**config.mk**
```make
export PLATFORM = sky130hd
export DESIGN_NAME = noc_output_port_arbiter_flat
export DESIGN_NICKNAME = d
export VERILOG_FILES = /design/src/rtl/noc_output_port_arbiter_if.sv /design/src/rtl/noc_output_port_arbiter.sv /design/src/flat_wrapper.sv
export SDC_FILE = /design/constraint.sdc
export NUM_CORES = 1
export LEC_CHECK = 0
export CORE_AREA = 2 2 163 165
export CTS_CLUSTER_SIZE = 16
export DETAILED_ROUTE_END_ITERATION = 10
export DIE_AREA = 0 0 165 167
export SYNTH_ARGS = -nofsm -noshare
export SYNTH_HDL_FRONTEND = slang
export SYNTH_SLANG_ARGS = --single-unit
```
**constraint.sdc**
```tcl
create_clock -name noc_clk -period 4.1 [get_ports noc_clk]
set_input_delay 0.615 -clock noc_clk [delete_from_list [all_inputs] [get_ports noc_clk]]
set_output_delay 0.615 -clock noc_clk [all_outputs]
set_load 0.005 [all_outputs]
```
**src/rtl/noc_output_port_arbiter_if.sv**
```systemverilog
`default_nettype none
// ============================================================================
// noc_output_port_arbiter_if : input-side and output-side flit handshakes of one router output port
// Rev 1.0
// ============================================================================
interface noc_output_port_arbiter_if #(
  parameter int NUM_REQ = 5,
  parameter int FLIT_W  = 64
);
  logic [NUM_REQ-1:0]        in_valid;
  logic [NUM_REQ-1:0]        in_head;
  logic [NUM_REQ-1:0]        in_tail;
  logic [NUM_REQ*FLIT_W-1:0] in_flit;
  logic [NUM_REQ-1:0]        in_ready;
  logic                      out_valid;
  logic [FLIT_W-1:0]         out_flit;
  logic                      out_ready;

  modport master (
    output in_valid, in_head, in_tail, in_flit, out_ready,
    input  in_ready, out_valid, out_flit
  );

  modport slave (
    input  in_valid, in_head, in_tail, in_flit, out_ready,
    output in_ready, out_valid, out_flit
  );
endinterface
`default_nettype wire

```
**src/rtl/noc_output_port_arbiter.sv**
```systemverilog
`default_nettype none
// ============================================================================
// noc_output_port_arbiter : wormhole round-robin arbiter and flit mux for one output link
// Optional stall watchdog enabled by defining NOC_ARB_WATCHDOG_EN.      Rev 1.0
// ============================================================================
module noc_output_port_arbiter #(
  parameter int NUM_REQ     = 5,
  parameter int FLIT_W      = 64,
  parameter int WDOG_CYCLES = 1024
) (
  input  logic                      noc_clk,
  input  logic                      noc_rst,
  noc_output_port_arbiter_if.slave  port,
  output logic [NUM_REQ-1:0]        grant_oh,
  output logic                      wdog_err
);

  localparam int              PTR_W    = (NUM_REQ > 1) ? $clog2(NUM_REQ) : 1;
  localparam logic [PTR_W-1:0] LAST_IDX = PTR_W'(NUM_REQ - 1);

  typedef enum logic [0:0] {
    ST_IDLE   = 1'b0,
    ST_LOCKED = 1'b1
  } state_t;

  state_t             r_state, w_state_nxt;
  logic [NUM_REQ-1:0] r_grant, w_grant_nxt, w_cand;
  logic [PTR_W-1:0]   r_owner, w_owner_nxt, r_rr_ptr, w_rr_ptr_nxt, w_win, w_owner_inc;
  logic [PTR_W:0]     w_idx;
  logic               w_found, w_fire, w_owner_valid, w_owner_tail, w_wdog_fire;
  logic [FLIT_W-1:0]  w_flits [NUM_REQ];

  for (genvar i = 0; i < NUM_REQ; i++) begin : g_unpack
    assign w_flits[i] = port.in_flit[i*FLIT_W +: FLIT_W];
  end

  assign w_owner_valid = port.in_valid[r_owner];
  assign w_owner_tail  = port.in_tail[r_owner];
  assign w_fire        = (r_state == ST_LOCKED) && w_owner_valid && port.out_ready;
  assign w_owner_inc   = (r_owner == LAST_IDX) ? '0 : r_owner + PTR_W'(1);
  assign w_cand        = port.in_valid & port.in_head;
  assign grant_oh      = r_grant;

  // Output side is driven straight from the registered owner, so a flit can move every cycle of a lock.
  always_comb begin
    port.out_valid = 1'b0;
    port.out_flit  = '0;
    port.in_ready  = '0;
    if (r_state == ST_LOCKED) begin
      port.out_valid = w_owner_valid;
      port.out_flit  = w_flits[r_owner];
      port.in_ready  = r_grant & {NUM_REQ{port.out_ready}};
    end
  end

  // Round-robin search: first head at or after rr_ptr, wrapping explicitly at NUM_REQ.
  always_comb begin
    w_found = 1'b0;
    w_win   = '0;
    w_idx   = '0;
    for (int k = 0; k < NUM_REQ; k++) begin
      w_idx = {1'b0, r_rr_ptr} + (PTR_W+1)'(k);
      if (w_idx >= (PTR_W+1)'(NUM_REQ)) begin
        w_idx = w_idx - (PTR_W+1)'(NUM_REQ);
      end
      if (!w_found && w_cand[w_idx[PTR_W-1:0]]) begin
        w_found = 1'b1;
        w_win   = w_idx[PTR_W-1:0];
      end
    end
  end

  always_comb begin
    w_state_nxt  = r_state;
    w_grant_nxt  = r_grant;
    w_owner_nxt  = r_owner;
    w_rr_ptr_nxt = r_rr_ptr;
    case (r_state)
      ST_IDLE: begin
        if (w_found) begin
          w_state_nxt = ST_LOCKED;
          w_owner_nxt = w_win;
          w_grant_nxt = NUM_REQ'(1) << w_win;
        end
      end
      ST_LOCKED: begin
        if ((w_fire && w_owner_tail) || w_wdog_fire) begin
          w_state_nxt  = ST_IDLE;
          w_grant_nxt  = '0;
          w_rr_ptr_nxt = w_owner_inc;
        end
      end
      default: w_state_nxt = ST_IDLE;
    endcase
  end

  always_ff @(posedge noc_clk) begin
    if (noc_rst) begin
      r_state  <= ST_IDLE;
      r_grant  <= '0;
      r_owner  <= '0;
      r_rr_ptr <= '0;
    end else begin
      r_state  <= w_state_nxt;
      r_grant  <= w_grant_nxt;
      r_owner  <= w_owner_nxt;
      r_rr_ptr <= w_rr_ptr_nxt;
    end
  end

`ifdef NOC_ARB_WATCHDOG_EN
  localparam int WDOG_W = $clog2(WDOG_CYCLES + 1);

  logic [WDOG_W-1:0] r_wdog_cnt;
  logic              r_wdog_err;

  // Release on the stall cycle that brings the count to WDOG_CYCLES; the pulse lands with grant_oh=0.
  assign w_wdog_fire = (r_state == ST_LOCKED) && !w_owner_valid &&
                       (r_wdog_cnt == WDOG_W'(WDOG_CYCLES - 1));

  always_ff @(posedge noc_clk) begin
    if (noc_rst) begin
      r_wdog_cnt <= '0;
      r_wdog_err <= 1'b0;
    end else begin
      r_wdog_err <= w_wdog_fire;
      if ((r_state != ST_LOCKED) || w_owner_valid || w_wdog_fire) begin
        r_wdog_cnt <= '0;
      end else begin
        r_wdog_cnt <= r_wdog_cnt + WDOG_W'(1);
      end
    end
  end

  assign wdog_err = r_wdog_err;
`else
  logic [31:0] w_unused_wdog_cycles;

  assign w_unused_wdog_cycles = WDOG_CYCLES;
  assign w_wdog_fire          = 1'b0;
  assign wdog_err             = 1'b0;
`endif

endmodule
`default_nettype wire

```
**src/flat_wrapper.sv**
```systemverilog
// flat-port wrapper written by rule: the top's interface ports become plain ports
module noc_output_port_arbiter_flat 
#(
  parameter int NUM_REQ     = 5,
  parameter int FLIT_W      = 64,
  parameter int WDOG_CYCLES = 1024
)
  (noc_clk, noc_rst, grant_oh, wdog_err, port_in_valid, port_in_head, port_in_tail, port_in_flit, port_out_ready, port_in_ready, port_out_valid, port_out_flit);
  noc_output_port_arbiter_if #(.NUM_REQ(NUM_REQ), .FLIT_W(FLIT_W)) port_i ();
  input  logic noc_clk;
  input  logic noc_rst;
  output logic [NUM_REQ-1:0] grant_oh;
  output logic wdog_err;
  input wire logic [$bits(port_i.in_valid)-1:0] port_in_valid;
  input wire logic [$bits(port_i.in_head)-1:0] port_in_head;
  input wire logic [$bits(port_i.in_tail)-1:0] port_in_tail;
  input wire logic [$bits(port_i.in_flit)-1:0] port_in_flit;
  input wire logic [$bits(port_i.out_ready)-1:0] port_out_ready;
  output wire logic [$bits(port_i.in_ready)-1:0] port_in_ready;
  output wire logic [$bits(port_i.out_valid)-1:0] port_out_valid;
  output wire logic [$bits(port_i.out_flit)-1:0] port_out_flit;
  assign port_i.in_valid = port_in_valid;
  assign port_i.in_head = port_in_head;
  assign port_i.in_tail = port_in_tail;
  assign port_i.in_flit = port_in_flit;
  assign port_i.out_ready = port_out_ready;
  assign port_in_ready = port_i.in_ready;
  assign port_out_valid = port_i.out_valid;
  assign port_out_flit = port_i.out_flit;
  noc_output_port_arbiter #(.NUM_REQ(NUM_REQ), .FLIT_W(FLIT_W), .WDOG_CYCLES(WDOG_CYCLES)) u_core (.noc_clk(noc_clk), .noc_rst(noc_rst), .port(port_i), .grant_oh(grant_oh), .wdog_err(wdog_err));
endmodule
```
==> results of run 1 <==
[final cells by class]
cell class                 instances  area, µm²
timing repair buffer             422       4249
tap                              335      419.2
clock buffer                       4      78.83
antenna                            1      2.502
inverter                          17      63.81
multi-input combinational        375       3591
sequential                        12      247.7
fill                            2656      17110
[placed cells by master (no fill, tap or decap), types with 4 or more instances in the layout]
cell,netlist,layout
a211oi_1,8,8
a21oi_1,17,17
a22oi_1,66,66
and2_1,4,4
and3_1,6,6
buf_12,0,4
buf_4,3,6
clkdlybuf4s50_1,0,412
dfxtp_1,12,10
ha_1,10,10
inv_1,15,13
inv_2,2,4
mux2i_1,5,5
mux4_2,69,69
nand2_1,14,14
nand2b_1,4,4
nand3_1,4,4
nor2_1,81,81
nor3_1,6,5
o21ai_0,6,6
or3_1,4,4
xnor2_1,4,4
[worst max path at each step]
stage / endpoint / slack (ps) / cells after the start
floorplan: u_core.grant_oh[1] / 750 / 13
global placement: u_core.grant_oh[1] / 860 / 10
detailed placement: u_core.r_owner[1] / 820 / 12
CTS: port_out_flit[23] / 700 / 5
global route: u_core.r_owner[1] / 560 / 12
finish: port_out_flit[1] / 770 / 5
[worst max-delay path, delay by kind of cell, from the launching register on]
kind                   cells  cell delay, ps
AOI/OAI and AO/OA          1             170
and+or+nand+nor            1              70
buffers and inverters      2             860
DFF                        1             830
muxes                      1             520
[registers in the layout, indices dropped and copies added, names as in the netlist]
register and flops:
u_core.grant_oh 5, u_core.r_owner 3, u_core.r_rr_ptr 3, u_core.r_state 1
[cell families after synthesis]
group | Yosys count | synth area share [%]
AND/OR/NAND/NOR | 142 | 16.76
adder cells (fa/ha/maj) | 11 | 3.529
other | 1 | 0.09118
AO/OA/AOI/OAI | 139 | 25.86
flip-flops | 12 | 5.841
buffers and inverters | 65 | 6.967
XOR/XNOR | 4 | 0.8518
multiplexers | 78 | 40.10
[metal layers]
layer | track usage [%] | part of all wire [%]
met3 | 4.707 | 7.7
met1 | 23.65 | 42
met4 | 2.495 | 1.5
met5 | 0 | 0.10
met2 | 30.33 | 49
[where the power goes]
| part | internal [mW] | switching [mW] |
|---|---|---|
| registers | 0.149 | 0.176 |
| logic | 1.42 | 0.970 |
| clock network | 0.131 | 0.0486 |
[through the flow]
| stage | cell area [µm²] | cells | power, mW |
|---|---|---|---|
| after floorplan | 4113 | 452 | 1.570 |
| after global placement | 8571 | 1161 | 2.738 |
| after detailed placement | 8571 | 1161 | 2.739 |
| after CTS | 8650 | 1165 | 2.927 |
| after global routing | 8652 | 1166 | 3.108 |
| final | 8652 | 1166 | 2.894 |
==> impl_results.md, run 1 <==
- Post-CTS Setup Inserts: 0
- Reg2Reg Setup Slack: just over 800 ps
- Cts bufs inserted: 3
- Worst path arrival time: 2710 ps
- Via density: 4.856
- Final nets: 1180
- Hold slack: 473.7 ps
- Synth unique cells: 68
- Initial DRT Pass Iterations: 5
- DIE AREA: 27560 µm²
- VDD IR max: around 0.21 mV
- Area leader, netlist: mux4_2
- Post-Syn Area per Cell: 9.099 µm²
- Hold path startpoint: u_core.grant_oh[4]
- Yosys reg bits: 12
- RSZ-0062 raised after global routing: no
- Gr usage total: 18.04%
- Final HPWL DP: roughly 22000 µm
- Critical path's slowest cell: dfxtp_4
- Yosys warns: 0
- Final core utilization: 33.58%
- Root Buffer: clkbuf_16
- Final TNS setup: 0 ps
- DRT iter0 DRCs: 355
- Std cell rows: between 50 and 60
- Crit path capture type: primary output
- Post-synth EDFFs: 0
- CP required: 3480 ps
- Number of global-route vias before repair: 5687
- Post-route DRC: 0
- RR Startpoint: u_core.r_rr_ptr[1]
- Hold WC Path Type: register to register
- Worst path max stage delay: 830 ps
- CP Cell Sequence: buf_12 > mux4_2 > a22oi_1 > nor2_1 > clkdlybuf4s50_1
- Clk_lat worst skew: roughly 240 ps
- Total gr overflow: 0
- Largest net degree at the start of global routing: 69
- Layout cells sized above 1: 13.61%
- Status: finished clean
- Crit Path Category: register to primary output
- Dpl ws: 818.3 ps
- # setup viols final: 0
- Fin. Hold Viols: 0
- Clock buffer depth: 2
- Final Cycle Share: 81.14%
- Fmax: roughly 300 MHz
- Slew headroom: 39.21%
- Worst r2r path cells: 12
- Post_cts resized: 0
- Die W: roughly 170 µm
- ANT nets after route: 0
- Hold Path End: u_core.grant_oh[4]
- Routed vias: 5662
- Most common cell in the synthesized netlist: nor2_1
- FF-to-FF End: u_core.r_owner[1]
- H-tree levels: 1
- Post-synth top cells: 81 x nor2_1, 69 x mux4_2, 66 x a22oi_1
- Cells after synthesis: 452
- Mapped cell area: 4113 µm²
- I/O Buffers: 412
- Synth area leaders: mux4_2 38%, a22oi_1 12%, nor2_1 7.4%
- Slew at the pin closest to its max-slew limit: ~910 ps
- Starting Density: 15.96%
- Total routed wirelength: 26100 µm
- I/O pin count: 414
- WHS Path Cells: 2
- FFs w/ async S/R, synth: 0%
- CTS tree: done
- Max-cap violations: 0
- Syn nets: 801
- Wirelength per Cell: 22.39 µm
- Setup slack after layout: 773.4 ps
- Cts hold-fix bufs: 0
- Clock sink count: 12
- Die Y: 167 µm
- Power Density: 334.5 nW/µm²
- Seq/Total Area, Yosys: 5.841%
- CP Max Fanout: 35
- Critical Path Source: u_core.r_owner[0]
- Antenna violations before repair: 3
- Routability Congestion: 0.8935
- Top cell type's share of synthesized area: 37.79%
- Setup Skew: roughly 2.7 ps
- Leak: between 3 and 4 nW
- Area of the core: 25760 µm²
- Max-slew violations: 0
- Area Overhead vs Synth: 110.4%
- Startpoint types: register
- First-pass GRT wire length: 37140 µm
- Post-synth top flop: dfxtp_1
- Fin crit period: 3327 ps
- Clock-pin slew on the worst setup and hold paths: 40 ps
No activity file was read; power rests on OpenSTA's default activity.
==> inputs of run 2 (changes only) <==
--- a/config.mk
+++ b/config.mk
@@ -5,10 +5,10 @@
 export SDC_FILE = /design/constraint.sdc
 export NUM_CORES = 1
 export LEC_CHECK = 0
-export CORE_AREA = 2 2 163 165
+export CORE_AREA = 2 2 162 164
 export CTS_CLUSTER_SIZE = 16
 export DETAILED_ROUTE_END_ITERATION = 10
-export DIE_AREA = 0 0 165 167
+export DIE_AREA = 0 0 164 166
 export SYNTH_ARGS = -nofsm -noshare
 export SYNTH_HDL_FRONTEND = slang
 export SYNTH_SLANG_ARGS = --single-unit
==> constraint.sdc (replaced) <==
create_clock -name noc_clk -period 2.7 [get_ports noc_clk]
set_input_delay 0.405 -clock noc_clk [delete_from_list [all_inputs] [get_ports noc_clk]]
set_output_delay 0.405 -clock noc_clk [all_outputs]
set_load 0.005 [all_outputs]
==> impl_results.md, run 2 (synthesis results as in run 1) <==
- ANT nets after route: 0
- Total gr overflow: 0
- Routability Congestion: 0.9035
- Sequential Power Share: 5.8%
- Startpoint types: register
- Area of the core: 25620 µm²
- Leak: 3.713 nW
- Post-route DRC: 0
- Clock-pin slew on the worst setup and hold paths: ~50 ps
- Power Density: 533.2 nW/µm²
- Worst r2r path cells: 11
- CP delay by family, top: compound AO/OA/AOI/OAI gates
- I/O pin count: 414
- Std cell rows: 59
- Worst Path Buf+Inv: 3
- Critical path's slowest cell: fa_2
- Commonest non-fill, non-tap cell in the layout: clkdlybuf4s50_1
- Comb pwr share: 88.3%
- Via density: 4.787
- Fin crit period: between 2000 and 3000 ps
- Die W: between 150 and 200 µm
- Number of global-route vias before repair: 6072
- Most frequent cells in the layout: 389 x clkdlybuf4s50_1, 93 x buf_4, 77 x nor2_1
- Hold Path End: u_core.grant_oh[4]
- Setup Skew: 5.857 ps
- Reg2Reg Setup Slack: -110 ps
- Area Overhead vs Synth: 136.8%
- Fmax: between 300 and 400 MHz
- Fillers: 2546
- Crit Path Category: register to register
- VDD IR max: between 0.2 and 0.25 mV
- DIE AREA: around 27000 µm²
- RSZ-0062 raised after global routing: yes
- Internal power: 3.030 mW
- RR Startpoint: u_core.r_rr_ptr[1]
- Largest net degree at the start of global routing: 69
- Share of total power in the clock network: 5.9%
- First-pass GRT wire length: 42100 µm
- Failing checks: setup timing
- Placed cell area: 9190 µm²
- Gr usage total: 21.48%
- Switch Pwr: 2.162 mW
- CTS tree: done
- Clock buffer depth: 2
- CP Cell Sequence: ha_4 > inv_2 > fa_2 > buf_6 > or3_4 > a211oi_2 > a211o_4 > o41ai_4 > buf_4 > and3_4 > a22o_1
- Hold path startpoint: u_core.grant_oh[4]
- Status: finished with violations
- Max-slew violations: 0
- H-tree levels: 1
- Starting Density: 16.06%
- Root Buffer: clkbuf_16
- Wirelength per Cell: 24.47 µm
- I/O Buffers: 412
- Design Area, Final: 9737 µm²
- Routed vias: around 6000
- Final Cycle Share: 104.1%
- CP required: between 2000 and 3000 ps
- Hold slack: 477.6 ps
- Clock sink count: 12
- Clk_lat worst skew: 240 ps
- Fin. Hold Viols: 0
- Initial DRT Pass Iterations: 5
- Setup slack after layout: -110.4 ps
- Antenna violations before repair: 5
- Worst path arrival time: about 2900 ps
- Hold WC Path Type: register to register
- Final HPWL DP: roughly 27000 µm
- CP Max Fanout: 7
- Layout cells sized above 1: 29.10%
- # setup viols final: 8
- Switch share: between 40% and 50%
- Total routed wirelength: 30620 µm
- Max-cap violations: 0
- WHS Path Cells: 2
- Final std cells w/o fill: approximately 1300
- Dpl ws: -224.9 ps
- Worst path max stage delay: 430 ps
- DRT iter0 DRCs: 321
- Die Y: 166 µm
- Final nets: 1264
- FF-to-FF End: u_core.grant_oh[3]
- Max FFs per register: 5
- Cts bufs inserted: 3
- Placed cells: 1224
- Final core utilization: about two fifths
- Crit path capture type: register
==> run 2: cell types whose count changed in the layout (fill, tap and decap cells not counted), moves of 5 or more <==
cell,before,now
clkdlybuf4s50_1,412,389
buf_4,6,93
a21oi_1,17,11
ha_1,10,5
buf_12,4,10
buf_6,0,5
==> run 2: power groups by stage <==
| stage | Sequential, mW | Combinational (mW) | Clock, mW |
|---|---|---|---|
| final | 0.299 | 4.59 | 0.306 |
| after global routing | 0.308 | 4.89 | 0.323 |
| after CTS | 0.301 | 4.47 | 0.312 |
| after detailed placement | 0.302 | 4.40 | 0 |
| after global placement | 0.302 | 4.39 | 0 |
| after floorplan | 0.252 | 2.20 | 0 |
==> run 2: stage by stage <==
step | setup TNS [ps] | power (mW)
2_1_floorplan | -643.0 | 2.448
3_3_place_gp | -1008 | 4.693
3_5_place_dp | -1428 | 4.697
4_1_cts | -774.1 | 5.085
5_1_grt | -2026 | 5.522
6_report | -705.3 | 5.192
==> run 2: per-layer routing <==
layer	track usage [%]	vias to the layer above	wire length, µm
li1	-	2730	-
met1	25.09	2987	11660
met2	38.67	223	16020
met3	4.096	42	1695
met4	7.742	6	1208
met5	0	-	37
==> run 2: cell type report <==
type | instances | area (µm²) | area share, %
Timing Repair Buffer | 506 | 4961 | 50.95
Multi-Input combinational cell | 375 | 3933 | 40.39
Tap cell | 335 | 419.2 | 4.305
Sequential cell | 12 | 256.5 | 2.634
Clock buffer | 4 | 88.84 | 0.9124
Inverter | 17 | 73.82 | 0.7582
Antenna cell | 2 | 5.005 | 0.05140
==> run 2: timing repair <==
action	4_1_cts	5_1_grt
setup buffers	8	13
setup endpoints to repair	14	25
resized for setup	28	45
hold buffers	0	0
pin swaps	13	20
==> run 2: worst reg2reg max path, cell delays in order, from the launching register on <==
cell      delay, ps
dfxtp_4         420
ha_4            160
inv_2            40
fa_2            430
buf_6           150
or3_4           370
a211oi_2        300
a211o_4         250
o41ai_4          70
buf_4           170
and3_4          160
a22o_1          170
==> run 2: worst max path at each step <==
stage                                   from            endpoint  cells after the start
final                     u_core.r_rr_ptr[1]  u_core.grant_oh[3]                     11
after global routing      u_core.r_rr_ptr[1]  u_core.grant_oh[2]                     12
after CTS                 u_core.r_rr_ptr[0]  u_core.grant_oh[3]                     12
after detailed placement    port_in_valid[1]   u_core.r_owner[1]                     10
after global placement      port_in_valid[2]   u_core.r_owner[1]                     10
after floorplan           u_core.r_rr_ptr[1]   u_core.r_owner[1]                     14
